`src/rtl/mux2_arbiter_pkg.sv`:
```
// Shared definitions for the two-requester round-robin mux arbiter:
// state encoding and the burst-counter width.
package mux2_arbiter_pkg;

  // Arbiter states; GRANT0/GRANT1 name the requester that owns the channel.
  typedef enum logic [1:0] {
    IDLE   = 2'b00,
    GRANT0 = 2'b01,
    GRANT1 = 2'b10
  } state_t;

  // Burst counter must hold 0..MAX_BURST; clamp to 1 bit for degenerate values.
  function automatic int cnt_width(input int max_burst);
    if (max_burst < 1) begin
      return 1;
    end
    return $clog2(max_burst + 1);
  endfunction

endpackage

```
`src/rtl/mux2_word.sv`:
```
// WIDTH-bit 2:1 multiplexer: y = a when sel=0, b when sel=1.
module mux2_word #(
  parameter int WIDTH = 8
) (
  input  logic             sel,
  input  logic [WIDTH-1:0] a,
  input  logic [WIDTH-1:0] b,
  output logic [WIDTH-1:0] y
);

  // One select per bit, all sharing the same sel line.
  genvar gi;
  generate
    for (gi = 0; gi < WIDTH; gi++) begin : g_bit
      assign y[gi] = sel ? b[gi] : a[gi];
    end
  endgenerate

endmodule

```
`src/rtl/mux2_arbiter.sv`:
```
// Two-requester round-robin arbiter driving the select of a 2:1 data mux.
// One requester owns the channel at a time; a grant ends on packet end,
// on reaching MAX_BURST beats, or when the owner drops its request.
module mux2_arbiter #(
  parameter int WIDTH     = 8,
  parameter int MAX_BURST = 4
) (
  input  logic             clk,
  input  logic             rst,
  input  logic             req0,
  input  logic [WIDTH-1:0] d0,
  input  logic             last0,
  output logic             gnt0,
  input  logic             req1,
  input  logic [WIDTH-1:0] d1,
  input  logic             last1,
  output logic             gnt1,
  output logic [WIDTH-1:0] y,
  output logic             y_valid,
  input  logic             y_ready,
  output logic             sel
);

  import mux2_arbiter_pkg::*;

  localparam int             CW       = cnt_width(MAX_BURST);
  localparam logic [CW-1:0]  LAST_CNT = CW'(MAX_BURST - 1);

  state_t        state_reg, state_next, other_state;
  logic          ptr_reg, ptr_next;
  logic [CW-1:0] cnt_reg, cnt_next;
  logic          gnt0_reg, gnt1_reg, sel_reg;

  logic granted, cur_req, cur_last, other_req;
  logic beat, pkt_done, burst_done, grant_end;

  // Next-state, tie pointer and burst counter decisions for this edge.
  always_comb begin
    granted     = (state_reg == GRANT0) || (state_reg == GRANT1);
    cur_req     = (state_reg == GRANT1) ? req1  : req0;
    cur_last    = (state_reg == GRANT1) ? last1 : last0;
    other_req   = (state_reg == GRANT1) ? req0  : req1;
    other_state = (state_reg == GRANT1) ? GRANT0 : GRANT1;

    beat       = granted && cur_req && y_ready;
    pkt_done   = beat && cur_last;
    burst_done = beat && (cnt_reg == LAST_CNT);
    grant_end  = granted && (!cur_req || pkt_done || burst_done);

    state_next = state_reg;
    ptr_next   = ptr_reg;
    cnt_next   = cnt_reg;

    case (state_reg)
      IDLE: begin
        cnt_next = '0;
        if (req0 && (!req1 || !ptr_reg)) begin
          state_next = GRANT0;
        end else if (req1) begin
          state_next = GRANT1;
        end
      end
      GRANT0, GRANT1: begin
        if (grant_end) begin
          // The other requester gets priority on the next tie.
          ptr_next = (state_reg == GRANT0);
          cnt_next = '0;
          if (other_req) begin
            state_next = other_state;
          end else if (cur_req && !pkt_done) begin
            // Burst cut short with nobody waiting: keep going on a fresh burst.
            state_next = state_reg;
          end else begin
            // Packet finished (or abandoned) and nobody else waiting.
            state_next = IDLE;
          end
        end else if (beat) begin
          cnt_next = cnt_reg + CW'(1);
        end
      end
      default: begin
        state_next = IDLE;
        cnt_next   = '0;
      end
    endcase
  end

  // State, pointer, counter and the registered grant/select outputs.
  always_ff @(posedge clk or posedge rst) begin
    if (rst) begin
      state_reg <= IDLE;
      ptr_reg   <= 1'b0;
      cnt_reg   <= '0;
      gnt0_reg  <= 1'b0;
      gnt1_reg  <= 1'b0;
      sel_reg   <= 1'b0;
    end else begin
      state_reg <= state_next;
      ptr_reg   <= ptr_next;
      cnt_reg   <= cnt_next;
      gnt0_reg  <= (state_next == GRANT0);
      gnt1_reg  <= (state_next == GRANT1);
      sel_reg   <= (state_next == GRANT1);
    end
  end

  assign gnt0    = gnt0_reg;
  assign gnt1    = gnt1_reg;
  assign sel     = sel_reg;
  assign y_valid = (gnt0_reg && req0) || (gnt1_reg && req1);

  mux2_word #(
    .WIDTH(WIDTH)
  ) u_y_mux (
    .sel(sel_reg),
    .a  (d0),
    .b  (d1),
    .y  (y)
  );

endmodule

```
`config.mk`:
```
export PLATFORM = sky130hd
export DESIGN_NAME = mux2_arbiter
export DESIGN_NICKNAME = d
export VERILOG_FILES = /design/src/rtl/mux2_arbiter_pkg.sv /design/src/rtl/mux2_word.sv /design/src/rtl/mux2_arbiter.sv
export SDC_FILE = /design/constraint.sdc
export NUM_CORES = 1
export LEC_CHECK = 0
export CAP_MARGIN = 30
export CORE_MARGIN = 2
export CORE_UTILIZATION = 25
export CTS_CLUSTER_SIZE = 28
export DETAILED_ROUTE_END_ITERATION = 6
export GPL_ROUTABILITY_DRIVEN = 0
export HOLD_SLACK_MARGIN = 0.05
export PLACE_DENSITY = 0.58
export SLEW_MARGIN = 20
export SYNTH_ARGS = -nofsm -noshare
export SYNTH_HDL_FRONTEND = slang
export SYNTH_SLANG_ARGS = --single-unit
```
`constraint.sdc`:
```
create_clock -name clk -period 4.1 [get_ports clk]
set_clock_uncertainty 0.05 [all_clocks]
set_input_delay 0.82 -clock clk [delete_from_list [all_inputs] [get_ports clk]]
set_output_delay 0.82 -clock clk [all_outputs]
set_load 0.005 [all_outputs]
```
**Word level (Yosys, flattened, before mapping)**

Index checks and enable logic that the tools add are counted.

- Flip-flop bits (word level): 8
- Input port bits: 23

- Mux-type cells: 21
- Eq/ne operators: 6
- $add $sub $neg: 1
- Reductions and logical operators: 21

Operator list:

| cell | number |
|---|---|
| 2-bit 2-to-1 mux | 6 |
| 1-bit 2-to-1 mux | 11 |
| 1-bit logical AND | 9 |
| 3-bit 2-to-1 mux | 3 |
| 1-bit logical OR | 5 |
| 2-bit by 1-bit == test with 1-bit output, second input constant | 2 |
| 2-bit == test, second input constant | 2 |
| 1-bit zero test | 4 |
| 2-bit one-hot mux with 2 select lines | 1 |
| 3-bit by 1-bit adder with 3-bit output, second input constant | 1 |
| 3-bit by 2-bit == test with 1-bit output, second input constant | 1 |
| 3-bit inequality test, second input constant | 1 |
| 2-bit zero test | 1 |
| 2-bit AND reduction | 1 |
| 2-bit OR reduction | 1 |

**Longest topological paths before layout**

Gate-level depths: netlist of run 1.

- Depth after elaboration: 12
- Depth in mapped cells: 7
- Mapped depth without buffers: 7

**Hierarchy**

From an unflattened synthesis of run 1, not the netlist that was laid out.

- Cell total of the unflattened synthesis: 67
- Area, all modules: 679.4 µm²

By module, submodules not included:

| module | area each (µm²) | cells each | instances |
|---|---|---|---|
| mux2_arbiter | 548.0 | 58 | 1 |
| mux2_word | 131.4 | 9 | 1 |

**Worst setup path before layout of run 1**

No wires, ideal clock.

- Path type: input to output
- From: input d1[0]
- To: output y[0]
- Setup slack: 2,155 ps
- Data required time: 3,230 ps
- Stages on the path: 1
- Data arrival time: 1,075 ps
- Cells stage by stage: mux2_2

- Word-level cells in the longest chain between the ends: 1

RTL lines:

| element | line | source |
|---|---|---|
| start: declaration | mux2_arbiter.sv:15 | `input logic [WIDTH-1:0] d1,` |
| 1-bit 2-to-1 mux | mux2_word.sv:15 | `assign y[gi] = sel ? b[gi] : a[gi];` |
| end: declaration | mux2_arbiter.sv:18 | `output logic [WIDTH-1:0] y,` |

No other way between the ends.

**Worst setup path after layout of run 1**

- From: input req0
- To: output y_valid

- Word-level cells in the longest chain between the ends: 2

RTL lines:

| element | line | source |
|---|---|---|
| start: declaration | mux2_arbiter.sv:10 | `input logic req0,` |
| 1-bit logical AND | mux2_arbiter.sv:110 | `assign y_valid = (gnt0_reg && req0) \|\| (gnt1_reg && req1);` |
| 1-bit logical OR | mux2_arbiter.sv:110 |  |
| end: declaration | mux2_arbiter.sv:19 | `output logic y_valid,` |

No other way between the ends.

==> impl_metrics.yaml, run 1 <==
cts:
  clk_path_buf_depth: 2
  clock-sinks: 8
  cts_tree: "yes"
  cts_buffers: 3
  post_cts_buffers: 0
  path_clk_slew_ps: 50
  cts_hold_buffers: 0
  post_cts_resized: 0
  root_buffer: "clkbuf_4"
  clk_latency_ps: 250
  htree_levels: 1
critical_path:
  timing.reg2reg.setup_slack_ps: 2130
  r2r_end: "gnt0"
  crit_path_end_kind: "primary output"
  required_ps: 3230
  rr_worst_depth: 7
  crit_fanout: 8
  reg2reg_from: "cnt_reg[0]"
  crit_type: "in -> out"
  start_kind: "primary input"
  critPathArrivalTime_ps: 2130
status:
  outcome: "complete, no violations"
placement:
  dp.cells: 129
  io_buffers: 34
  dp_hpwl_um: 1390
floorplanning:
  die_area_um2: 2990
  start_util_pct: 26.1
  core_area_um2: 2450
  rows: 18
  die-height_um: 54.7
  num_io_pins: 35
  die_w_um: 54.7
min_path:
  hold_path_class: "reg -> reg"
  hold_path_depth: 1
  hp-start: "ptr_reg"
  holdPathEnd: "ptr_reg"
yosys:
  synth_area_leaders: "dfrtp_1 31%, mux2_2 16%, ha_1 12%, a31oi_2 3.9%, nor3b_2 3.9%"
  synth_edf_count: 0
  synthDistinctLibCells: 23
  synth_area_um2: 642
  ys_seq_elements: 8
  post-synth-top-count-cell: "mux2_2"
  yosysWarnings: 0
  seq_area_frac_synth_pct: 31.2
  syn-instance-count: 67
  synth_top_cell_area_share_pct: 31.2
  async_flop_share_pct: 100
  synth_nets: 96
  synth_ff_type: "dfrtp_1"
  avgSynthCellArea_um2: 9.58
  synth_top_area_cell: "dfrtp_1"
  synthTopCellsByCount: "9 x mux2_2, 8 x dfrtp_1, 6 x ha_1"
power_and_ir_drop:
  ir_worst_vdd_v: 0.000229
  leakage_nw: 0.426
  p_per_area_nw_per_um2: 447
timing:
  timing.final.max_slew_violations: 0
  final.min_clock_period_ps: 3000
  finalHoldWorstSlack_ps: 450
  timing.fmax_mhz: 333
  period_share_pct: 73.2
  slew_headroom_pct: 72.4
  hold_viol: 0
  rsz0062_at_grt: "no"
  worst_pin_slew_ps: 414
  setup_violations: 0
  tns_ps: 0
drt:
  routed_via_density: 4.62
  drt_first_iter_violations: 12
  drt-wirelength-per-cell_um: 12.7
  ant_nets: 0
  totalWireLength_um: 1680
  route.detailed.drc: 0
  vias: 610
  highest_layer: "met4"
  first_pass_iters: 4
  route.met2.wl_um: 813
  wl_met3_um: 24
  wl_met1_um: 810
finish:
  finalNetCount: 133
  largest_reg_flops: 3
  final_layout_size_suffix_gt1_share_pct: 16.7
  n_fill_cell: 254
  stdcell_count: 132
  antenna_cells: 0
  seq_area_um2: 200
  area_delta_synth_final_pct: 60.6
  multi_input_area_um2: 412
global_route:
  grt_pass1_vias: 580
  grt-ovfl-total: 0
  grt_pass1_wl_um: 2550
  grt_start_max_net_pins: 12
  antenna_found_initial: 0
  grtUsageTotal_pct: 12.1
job:
  max_cap_viol_count: 0
per-stage QoR:
| step | worst slack, ps | cell area, um2 | utilization, % | total power [mW] |
|---|---|---|---|---|
| after global placement | 1110 | 1010 | 41.1 | 0.404 |
| after CTS | 1080 | 1030 | 42.0 | 0.466 |
| after floorplan | 2160 | 642 | - | 0.294 |
| after global routing | 1040 | 1030 | 42.0 | 0.500 |
| after detailed placement | 1090 | 1010 | 41.1 | 0.404 |
| final | 1100 | 1030 | 42.0 | 0.461 |
final cells by class:
type,instances,area share (%)
sequential,8,19.4
clock buffer,3,2.18
multi-input combinational,52,39.9
tap,30,3.64
inverter,5,1.82
timing repair buffer,34,33.0
layout by cell type (no fill, tap or decap), types with 3 or more instances in the layout:
| master | instances |
|---|---|
| clkdlybuf4s50_1 | 34 |
| mux2_2 | 9 |
| dfrtp_1 | 8 |
| ha_1 | 6 |
| inv_1 | 5 |
| nor2_1 | 5 |
| a21oi_1 | 4 |
| o21ai_0 | 4 |
| nand2_1 | 3 |
| nor2b_1 | 3 |
| nand3_1 | 3 |
| clkbuf_4 | 3 |
layer usage:
layer	vias to the layer above	GRT usage, %
met1	292	16.6
met4	0	6.25
met3	4	1.64
li1	308	-
met2	6	18.5
met5	-	0
worst max-delay path, stage by stage:
cell,delay (ps)
clkdlybuf4s50_1,610
a22o_2,190
clkdlybuf4s50_1,510
power breakdown:
part	total, mW	switching [mW]	leakage, nW	internal, mW
registers	0.133	0.0306	0.106	0.102
clock network	0.0586	0.0252	0.0138	0.0334
logic	0.270	0.107	0.306	0.163
total	0.461	0.163	0.426	0.298
worst max-delay path by stage:
stage / startpoint / cells past startpoint / to / slack (ps)
after global routing: req0 / 3 / y_valid / 1040
after floorplan: d1[0] / 1 / y[0] / 2160
final: req0 / 3 / y_valid / 1100
after global placement: req0 / 3 / y_valid / 1110
after CTS: req0 / 3 / y_valid / 1080
after detailed placement: req0 / 3 / y_valid / 1090
cells by family (layout without fill, tap and decap cells):
kind of cell | Yosys count | count (layout) | share of synthesized area (%)
adder cells (fa/ha/maj) | 6 | 6 | 11.7
AO/OA/AOI/OAI | 15 | 15 | 17.2
flip-flops | 8 | 8 | 31.2
multiplexers | 9 | 9 | 15.8
buffers and inverters | 7 | 42 | 4.68
AND/OR/NAND/NOR | 22 | 22 | 19.5
(Power assumes the default switching activity.)
==> inputs of run 2 (changes only) <==
--- a/config.mk
+++ b/config.mk
@@ -12,7 +12,7 @@
 export DETAILED_ROUTE_END_ITERATION = 6
 export GPL_ROUTABILITY_DRIVEN = 0
 export HOLD_SLACK_MARGIN = 0.05
-export PLACE_DENSITY = 0.58
+export PLACE_DENSITY = 0.6
 export SLEW_MARGIN = 20
 export SYNTH_ARGS = -nofsm -noshare
 export SYNTH_HDL_FRONTEND = slang
==> constraint.sdc (replaced) <==
create_clock -name clk -period 2.7 [get_ports clk]
set_clock_uncertainty 0.05 [all_clocks]
set_input_delay 0.54 -clock clk [delete_from_list [all_inputs] [get_ports clk]]
set_output_delay 0.54 -clock clk [all_outputs]
set_load 0.005 [all_outputs]
==> run 2 against run 1 <==
Register-to-register slack got worse by 1300 ps; critical path depth stayed put; sequential share of layout area down 0.14 points; final cell count up 0.76%; via count rose by 1.6%; critical path type unchanged; worst setup slack got worse by 810 ps; cell area up 0.73%; flip-flop and latch count did not move; first-iteration DRC count shrank 75%.
==> impl_metrics.yaml, run 2 (synthesis gave the netlist of run 1 again) <==
drt:
  drt-wirelength-per-cell_um: 13.2
  routed_via_density: 4.66
  totalWireLength_um: 1750
  first_pass_iters: 4
  vias: 620
  route.detailed.drc: 0
  drt_first_iter_violations: 3
  ant_nets: 0
finish:
  largest_reg_flops: 3
  layout_commonest_cell: "clkdlybuf4s50_1"
  area_delta_synth_final_pct: 61.8
  finalNetCount: 134
  multi_input_area_um2: 412
  utilization_pct: 42.3
  n_fill_cell: 238
  final_layout_size_suffix_gt1_share_pct: 17.5
  antenna_cells: 0
  seq_area_um2: 200
  mostFrequentLayoutCells: "34 x clkdlybuf4s50_1, 9 x mux2_2, 8 x dfrtp_1"
critical_path:
  timing.reg2reg.setup_slack_ps: 780
  rr_worst_depth: 7
  crit_type: "in -> out"
  crit_path_end_kind: "primary output"
  reg2reg_from: "cnt_reg[0]"
  r2r_end: "gnt0"
  required_ps: 2110
  critPathArrivalTime_ps: 1820
  start_kind: "primary input"
  crit_fanout: 7
floorplanning:
  core_area_um2: 2450
  die-height_um: 54.7
  die_w_um: 54.7
  num_io_pins: 35
  rows: 18
  start_util_pct: 26.1
  die_area_um2: 2990
min_path:
  hp-start: "cnt_reg[2]"
  holdPathEnd: "cnt_reg[2]"
  hold_path_class: "reg -> reg"
  hold_path_depth: 2
status:
  outcome: "complete, no violations"
cts:
  clk_path_buf_depth: 2
  root_buffer: "clkbuf_4"
  cts_tree: "yes"
  clock-sinks: 8
  post_cts_buffers: 0
  clk_latency_ps: 250
  cts_hold_buffers: 0
  path_clk_slew_ps: 40
  cts_buffers: 3
  post_cts_resized: 0
  htree_levels: 1
global_route:
  grt_pass1_wl_um: 2740
  antenna_found_initial: 0
  grt_pass1_vias: 627
  grt_start_max_net_pins: 12
  grtUsageTotal_pct: 13.2
  grt-ovfl-total: 0
timing:
  final.min_clock_period_ps: 2410
  timing.fmax_mhz: 414
  slew_headroom_pct: 73.3
  hold_viol: 0
  worst_pin_slew_ps: 400
  setup_violations: 0
  timing.final.max_slew_violations: 0
  tns_ps: 0
  rsz0062_at_grt: "no"
  period_share_pct: 89.4
power_and_ir_drop:
  ir_worst_vdd_v: 0.000271
  power.total_mw: 0.700
  p_per_area_nw_per_um2: 674
  leakage_nw: 0.431
placement:
  io_buffers: 34
  dp_hpwl_um: 1480
job:
  max_cap_viol_count: 0
==> run 2: cell count changes in the layout (fill, tap and decap cells not counted) <==
cell,before,now
buf_4,0,1
==> run 2: how the worst max path moves through the flow <==
| stage | from | endpoint | slack [ps] | cells past startpoint |
|---|---|---|---|---|
| final | req1 | y_valid | 290 | 3 |
| after global placement | req1 | y_valid | 310 | 3 |
| after global routing | req1 | y_valid | 250 | 3 |
| after detailed placement | req1 | y_valid | 290 | 3 |
| after CTS | req1 | y_valid | 290 | 3 |
| after floorplan | cnt_reg[0] | gnt0 | 950 | 7 |
==> run 2: where the power goes <==
part | total, mW | switching, mW | leakage, nW | internal, mW
clock network | 0.0872 | 0.0366 | 0.0138 | 0.0506
registers | 0.201 | 0.0460 | 0.106 | 0.155
logic | 0.412 | 0.165 | 0.311 | 0.247
total | 0.700 | 0.247 | 0.431 | 0.453
==> run 2: metrics by stage <==
step	hold WS, ps	setup slack, ps	instance area (um2)	instances
floorplan	306	950	642	67
global placement	464	315	1020	130
detailed placement	476	293	1020	130
CTS	486	287	1040	133
global route	516	253	1040	133
finish	473	286	1040	133
==> run 2: layout make-up <==
cell class,count,area share (%)
Multi-Input combinational cell,52,39.6
Tap cell,30,3.61
Sequential cell,8,19.3
Timing Repair Buffer,35,33.5
Clock buffer,3,2.17
Inverter,5,1.81
==> run 2: critical path, cell delays in order <==
cell,delay (ps)
clkdlybuf4s50_1,600
a22o_2,180
clkdlybuf4s50_1,510
==> run 2: metal layers <==
| layer | wire length (um) | vias to the layer above | GRT usage [%] | share of wire [%] |
|---|---|---|---|---|
| met1 | 750 | 293 | 16.9 | 43 |
| met2 | 922 | 7 | 20.6 | 53 |
| met3 | 33 | 5 | 1.64 | 1.9 |
| li1 | - | 315 | - | - |
| met4 | 46 | 0 | 8.75 | 2.6 |
| met5 | 0 | - | 0 | 0 |
==> inputs of run 3 (changes only) <==
--- a/config.mk
+++ b/config.mk
@@ -13,7 +13,6 @@
 export GPL_ROUTABILITY_DRIVEN = 0
 export HOLD_SLACK_MARGIN = 0.05
 export PLACE_DENSITY = 0.6
-export SLEW_MARGIN = 20
 export SYNTH_ARGS = -nofsm -noshare
 export SYNTH_HDL_FRONTEND = slang
 export SYNTH_SLANG_ARGS = --single-unit
==> results of run 3 <==
No change in the layout: final DEF, timing and power equal those of run 2.
==> variant 1, RTL diff (config.mk and constraints of run 3) <==
`WIDTH` is set to 8 in 2 places; all go to 6.
--- a/src/rtl/mux2_word.sv
+++ b/src/rtl/mux2_word.sv
@@ -1,5 +1,5 @@
 // WIDTH-bit 2:1 multiplexer: y = a when sel=0, b when sel=1.
 module mux2_word #(
-  parameter int WIDTH = 8
+  parameter int WIDTH = 6
 ) (
   input  logic             sel,
--- a/src/rtl/mux2_arbiter.sv
+++ b/src/rtl/mux2_arbiter.sv
@@ -3,5 +3,5 @@
 // on reaching MAX_BURST beats, or when the owner drops its request.
 module mux2_arbiter #(
-  parameter int WIDTH     = 8,
+  parameter int WIDTH     = 6,
   parameter int MAX_BURST = 4
 ) (
Ports: changed (resized d0, d1 and y); port bits go from 35 to 29. The function was not compared with the original's and may differ.
==> variant 1 against run 3 <==
- global-route usage is 1.6 points lower
- register-to-register slack better by 140 ps
- area after synthesis is 4.9% higher
- critical path depth stayed put
- sequential cell count stayed put
- combinational power is 2% higher
- wire length is 6.6% lower
- final area is 3.6% lower
- core utilization is 2.6 points lower
- setup slack worse by 5.0 ps
- power is 0.66% higher
- critical path type unchanged
- largest cell class unchanged
- largest power group unchanged
==> variant 1: results (changes against run 3) <==
Outcome
  – Status: completed (unchanged)

Routing
  – Routed wire per std cell: 12.7 um (was 13.2 um)
  – Iter 0 DRT Violations: 14 (was 3)
  – Vias per inst: 4.76 (was 4.66)
  – First-pass DRT Iterations: 4 (unchanged)

Place
  – Port buffer count: 28 (was 34)
  – Post-Place Setup Slack: 286 ps (was 293 ps)
  – Detailed placement HPWL: 1.39 mm (was 1.48 mm)
  – Placed inst area: 978 sq um (was 0.00102 sq mm)

Synthesis
  – Synth Area in Adders: 11.2% (was 11.7%)
  – Synth top cells by count: dfrtp_1 (8), ha_1 (6), inv_1 (6), mux2_2 (6), nand2_1 (6) (was mux2_2 (9), dfrtp_1 (8), ha_1 (6), inv_1 (5), nor2_1 (5))
  – Syn_nets: 95 (was 96)
  – Post-synthesis mux area share: 15.2% (was 15.8%)
  – Post-Synth XOR/XNOR Area: 0% (unchanged)
  – Register area share after synthesis: 29.7% (was 31.2%)
  – Synth area leaders: dfrtp_1 (30%), ha_1 (11%), mux2_2 (10%) (was dfrtp_1 (31%), mux2_2 (16%), ha_1 (12%))
  – Synth unique cells: 33 (was 23)
  – Compound-cell area share of the yosys netlist: 20.3% (was 17.2%)

Worst hold path
  – Worst hold path class: flip-flop to flip-flop (unchanged)

Clocking
  – Clock transition at path regs: 50 ps
  – Root Buffer: clkbuf_4 (unchanged)
  – Clock sink count: 8 (unchanged)
  – CTS max path bufs: 2 (unchanged)

Finish
  – Layout fillers: 266 (was 238)
  – Final net count: 126 (was 134)
  – Share of layout cells above drive strength 1: 18.2% (was 17.5%)

Power
  – Worst VDD drop: 0.250 mV (was 0.271 mV)
  – P_leak: 0.424 nW (was 0.431 nW)

Global route
  – First-pass GRT wire length: 2.86 mm (was 2.74 mm)
  – Initial antenna violation count: 0 (unchanged)
  – Vias in the first global route: 637 (was 627)
  – Global-route usage over all layers: 11.6% (was 13.2%)
  – Largest net degree at the start of global routing: 10 (was 12)

Floorplan
  – FP Rows: 18 (unchanged)

Timing
  – Worst Tran Pin Value: 334 ps (was 400 ps)

Setup path
  – CP max FO: 8 (was 7)
variant 1: final timing paths:
| kind | start | end | cells after the start | slack [ps] |
|---|---|---|---|---|
| min in group asynchronous | rst | state_reg[0]$_DFF_PP0_ | 2 | 470 |
| max in group asynchronous | rst | cnt_reg[1]$_DFFE_PP0P_ | 2 | 1900 |
| max reg2reg | state_reg[1]$_DFF_PP0_ | sel$_DFF_PP0_ | 6 | 920 |
| min | ptr_reg$_DFFE_PP0P_ | ptr_reg$_DFFE_PP0P_ | 1 | 460 |
| max | req1 | y_valid | 3 | 280 |
| min reg2reg | ptr_reg$_DFFE_PP0P_ | ptr_reg$_DFFE_PP0P_ | 1 | 460 |
variant 1: cell families (layout without fill, tap and decap cells):
logic type | count (synthesis) | after routing
flops | 8 | 8
fa+ha+maj | 6 | 6
compound gates | 18 | 18
buf+inv | 10 | 39
simple gates | 19 | 19
mux | 9 | 9
variant 1: cell type report:
| cell class | instances | share of cell area [%] |
|---|---|---|
| timing repair buffer | 30 | 29.5 |
| clock buffer | 3 | 2.25 |
| sequential | 8 | 20.0 |
| inverter | 6 | 2.25 |
| multi-input combinational | 52 | 42.3 |
| tap | 30 | 3.75 |
variant 1: critical path, stage by stage:
cell             delay (ps)
clkdlybuf4s50_1         630
a22o_1                  170
clkdlybuf4s50_1         490
variant 1: through the flow:
stage          hold slack [ps]  utilization (%)  total power, mW  instances
5_1_grt                    476             39.7            0.760        129
2_1_floorplan              306                -            0.467         70
3_5_place_dp               451             38.8            0.617        126
6_report                   464             39.7            0.705        129
4_1_cts                    466             39.7            0.710        129
3_3_place_gp               457             38.8            0.612        126
variant 1: per-layer routing:
layer  part of all wire (%)  track usage (%)  up-vias  routed length (um)
met5                      0                0        -                   0
met4                    2.6             7.14        0                  43
met3                    4.5             2.09        5                  73
met2                     46             16.3       14                 749
met1                     47             16.3      284                 771
li1                       -                -      311                   -
variant 1: power breakdown:
part	internal (mW)	leakage, nW	switching [mW]
clock	0.0507	0.0138	0.0385
combinational	0.229	0.304	0.189
sequential	0.155	0.106	0.0417
total	0.436	0.424	0.270
==> variant 2, RTL diff (config.mk and constraints of run 3) <==
Made on the original files. Compare `cnt_reg` against `LAST_CNT` with >= in place of ==.
--- a/src/rtl/mux2_arbiter.sv
+++ b/src/rtl/mux2_arbiter.sv
@@ -45,5 +45,5 @@
     beat       = granted && cur_req && y_ready;
     pkt_done   = beat && cur_last;
-    burst_done = beat && (cnt_reg == LAST_CNT);
+    burst_done = beat && (cnt_reg >= LAST_CNT);
     grant_end  = granted && (!cur_req || pkt_done || burst_done);
 
Check against the original RTL: same outputs for any inputs over 10 cycles, from zero or initial values and one cycle with rst high; that may be too few to reach the edited logic, so the function may still have changed.
==> variant 2 against run 3 <==
- setup slack better by 150 ps
- final area up 4.3%
- die area up 7.6%
- area after synthesis up 8.2%
- sequential cell count unchanged
- wire length up 4.5%
- sequential share of layout area down 0.80 points
- power down 1.5%
- maximum frequency up 6.7%
- count of clock-buffer cells in the layout unchanged
- largest power group unchanged
==> variant 2: results (changes against run 3) <==
Outcome
  – Status: completed (unchanged)

Setup path
  – CP max FO: 1 (was 7)

Power
  – Sw frac: 36.9% (was 35.3%)
  – P_leak: 0.467 nW (was 0.431 nW)
  – Comb power frac: 59.9% (was 58.8%)
  – Worst VDD drop: 0.283 mV (was 0.271 mV)

Synthesis
  – Synth area leaders: dfrtp_1 (29%), mux2_2 (15%), ha_1 (11%) (was dfrtp_1 (31%), mux2_2 (16%), ha_1 (12%))
  – Post-Synthesis Cells: 74 (was 67)
  – Synth unique cells: 32 (was 23)
  – Post-Synth XOR/XNOR Area: 1.26% (was 0%)
  – Compound-cell area share of the yosys netlist: 17.3% (was 17.2%)
  – Synth Area in Adders: 10.8% (was 11.7%)
  – Synth top cells by count: mux2_2 (9), dfrtp_1 (8), inv_1 (7), ha_1 (6) (was mux2_2 (9), dfrtp_1 (8), ha_1 (6), inv_1 (5), nor2_1 (5))

Routing
  – DR top layer: met3 (was met4)
  – Iter 0 DRT Violations: 18 (was 3)
  – Met1 WL: 657 um (was 750 um)
  – Routed wire per std cell: 13.1 um (was 13.2 um)
  – Vias per inst: 4.93 (was 4.66)
  – Met3 wire len: 197 um (was 33 um)
  – Wire length on met2: 977 um (was 922 um)

Global route
  – Global-route usage over all layers: 12.3% (was 13.2%)
  – Met1 usage in global routing: 11.8% (was 16.9%)
  – First-pass GRT wire length: 3.18 mm (was 2.74 mm)
  – Global-route track usage on met3: 4.15% (was 1.64%)
  – Vias in the first global route: 714 (was 627)

Place
  – Placed Instances: 137 (was 130)
  – Placed inst area: 0.00106 sq mm (was 0.00102 sq mm)
  – Post-Place Setup Slack: 419 ps (was 293 ps)
  – Detailed placement HPWL: 1.58 mm (was 1.48 mm)

Worst hold path
  – Worst hold path class: input port to asynchronous set/reset pin (was flip-flop to flip-flop)

Finish
  – Final net count: 140 (was 134)

Clocking
  – CTS max path bufs: 2 (unchanged)
## variant 2: cell count changes after synthesis, moves of 2 or more
cell,delta
nor3b_2,-2
nand3_1,+2
mux2i_1,+2
a31oi_2,-2
o21ai_0,-3
nor2b_1,-2
inv_1,+2
nand2_1,+2
## variant 2: final cells by class
class	count	area [sq um]	area share (%)
repair buffers	36	355	32.8
flip-flops and latches	8	200	18.5
multi-input cells	55	440	40.6
inverters	7	26.3	2.42
well taps	31	38.8	3.58
clock buffers	3	22.5	2.08
## variant 2: critical path, stage by stage
cell             delay (ps)
clkdlybuf4s50_1         420
mux2_2                  270
clkdlybuf4s50_1         440
## variant 2: logic make-up after synthesis
| group | Yosys count |
|---|---|
| xor gates and xnor gates | 1 |
| DFF | 8 |
| AOI/OAI and AO/OA | 15 |
| and+or+nand+nor | 21 |
| buffers and inverters | 11 |
| muxes | 12 |
| adders and majority gates | 6 |
## variant 2: path summary, 6_finish.rpt
path | start | end | slack [ps] | cells past startpoint
max | d0[4] | y[4] | 440 | 3
min | rst | state_reg[1]$_DFF_PP0_ | 470 | 2
max reg2reg | state_reg[0]$_DFF_PP0_ | gnt0$_DFF_PP0_ | 690 | 7
min reg2reg | ptr_reg$_DFFE_PP0P_ | ptr_reg$_DFFE_PP0P_ | 480 | 1
max in group asynchronous | rst | cnt_reg[2]$_DFFE_PP0P_ | 1900 | 2
min in group clk | ptr_reg$_DFFE_PP0P_ | ptr_reg$_DFFE_PP0P_ | 480 | 1
## variant 2: power groups by stage
stage | logic [mW] | clock network, mW | registers (mW)
floorplan | 0.270 | 0 | 0.176
global placement | 0.408 | 0 | 0.191
detailed placement | 0.413 | 0 | 0.194
CTS | 0.416 | 0.0902 | 0.191
global route | 0.453 | 0.102 | 0.196
finish | 0.413 | 0.0875 | 0.189
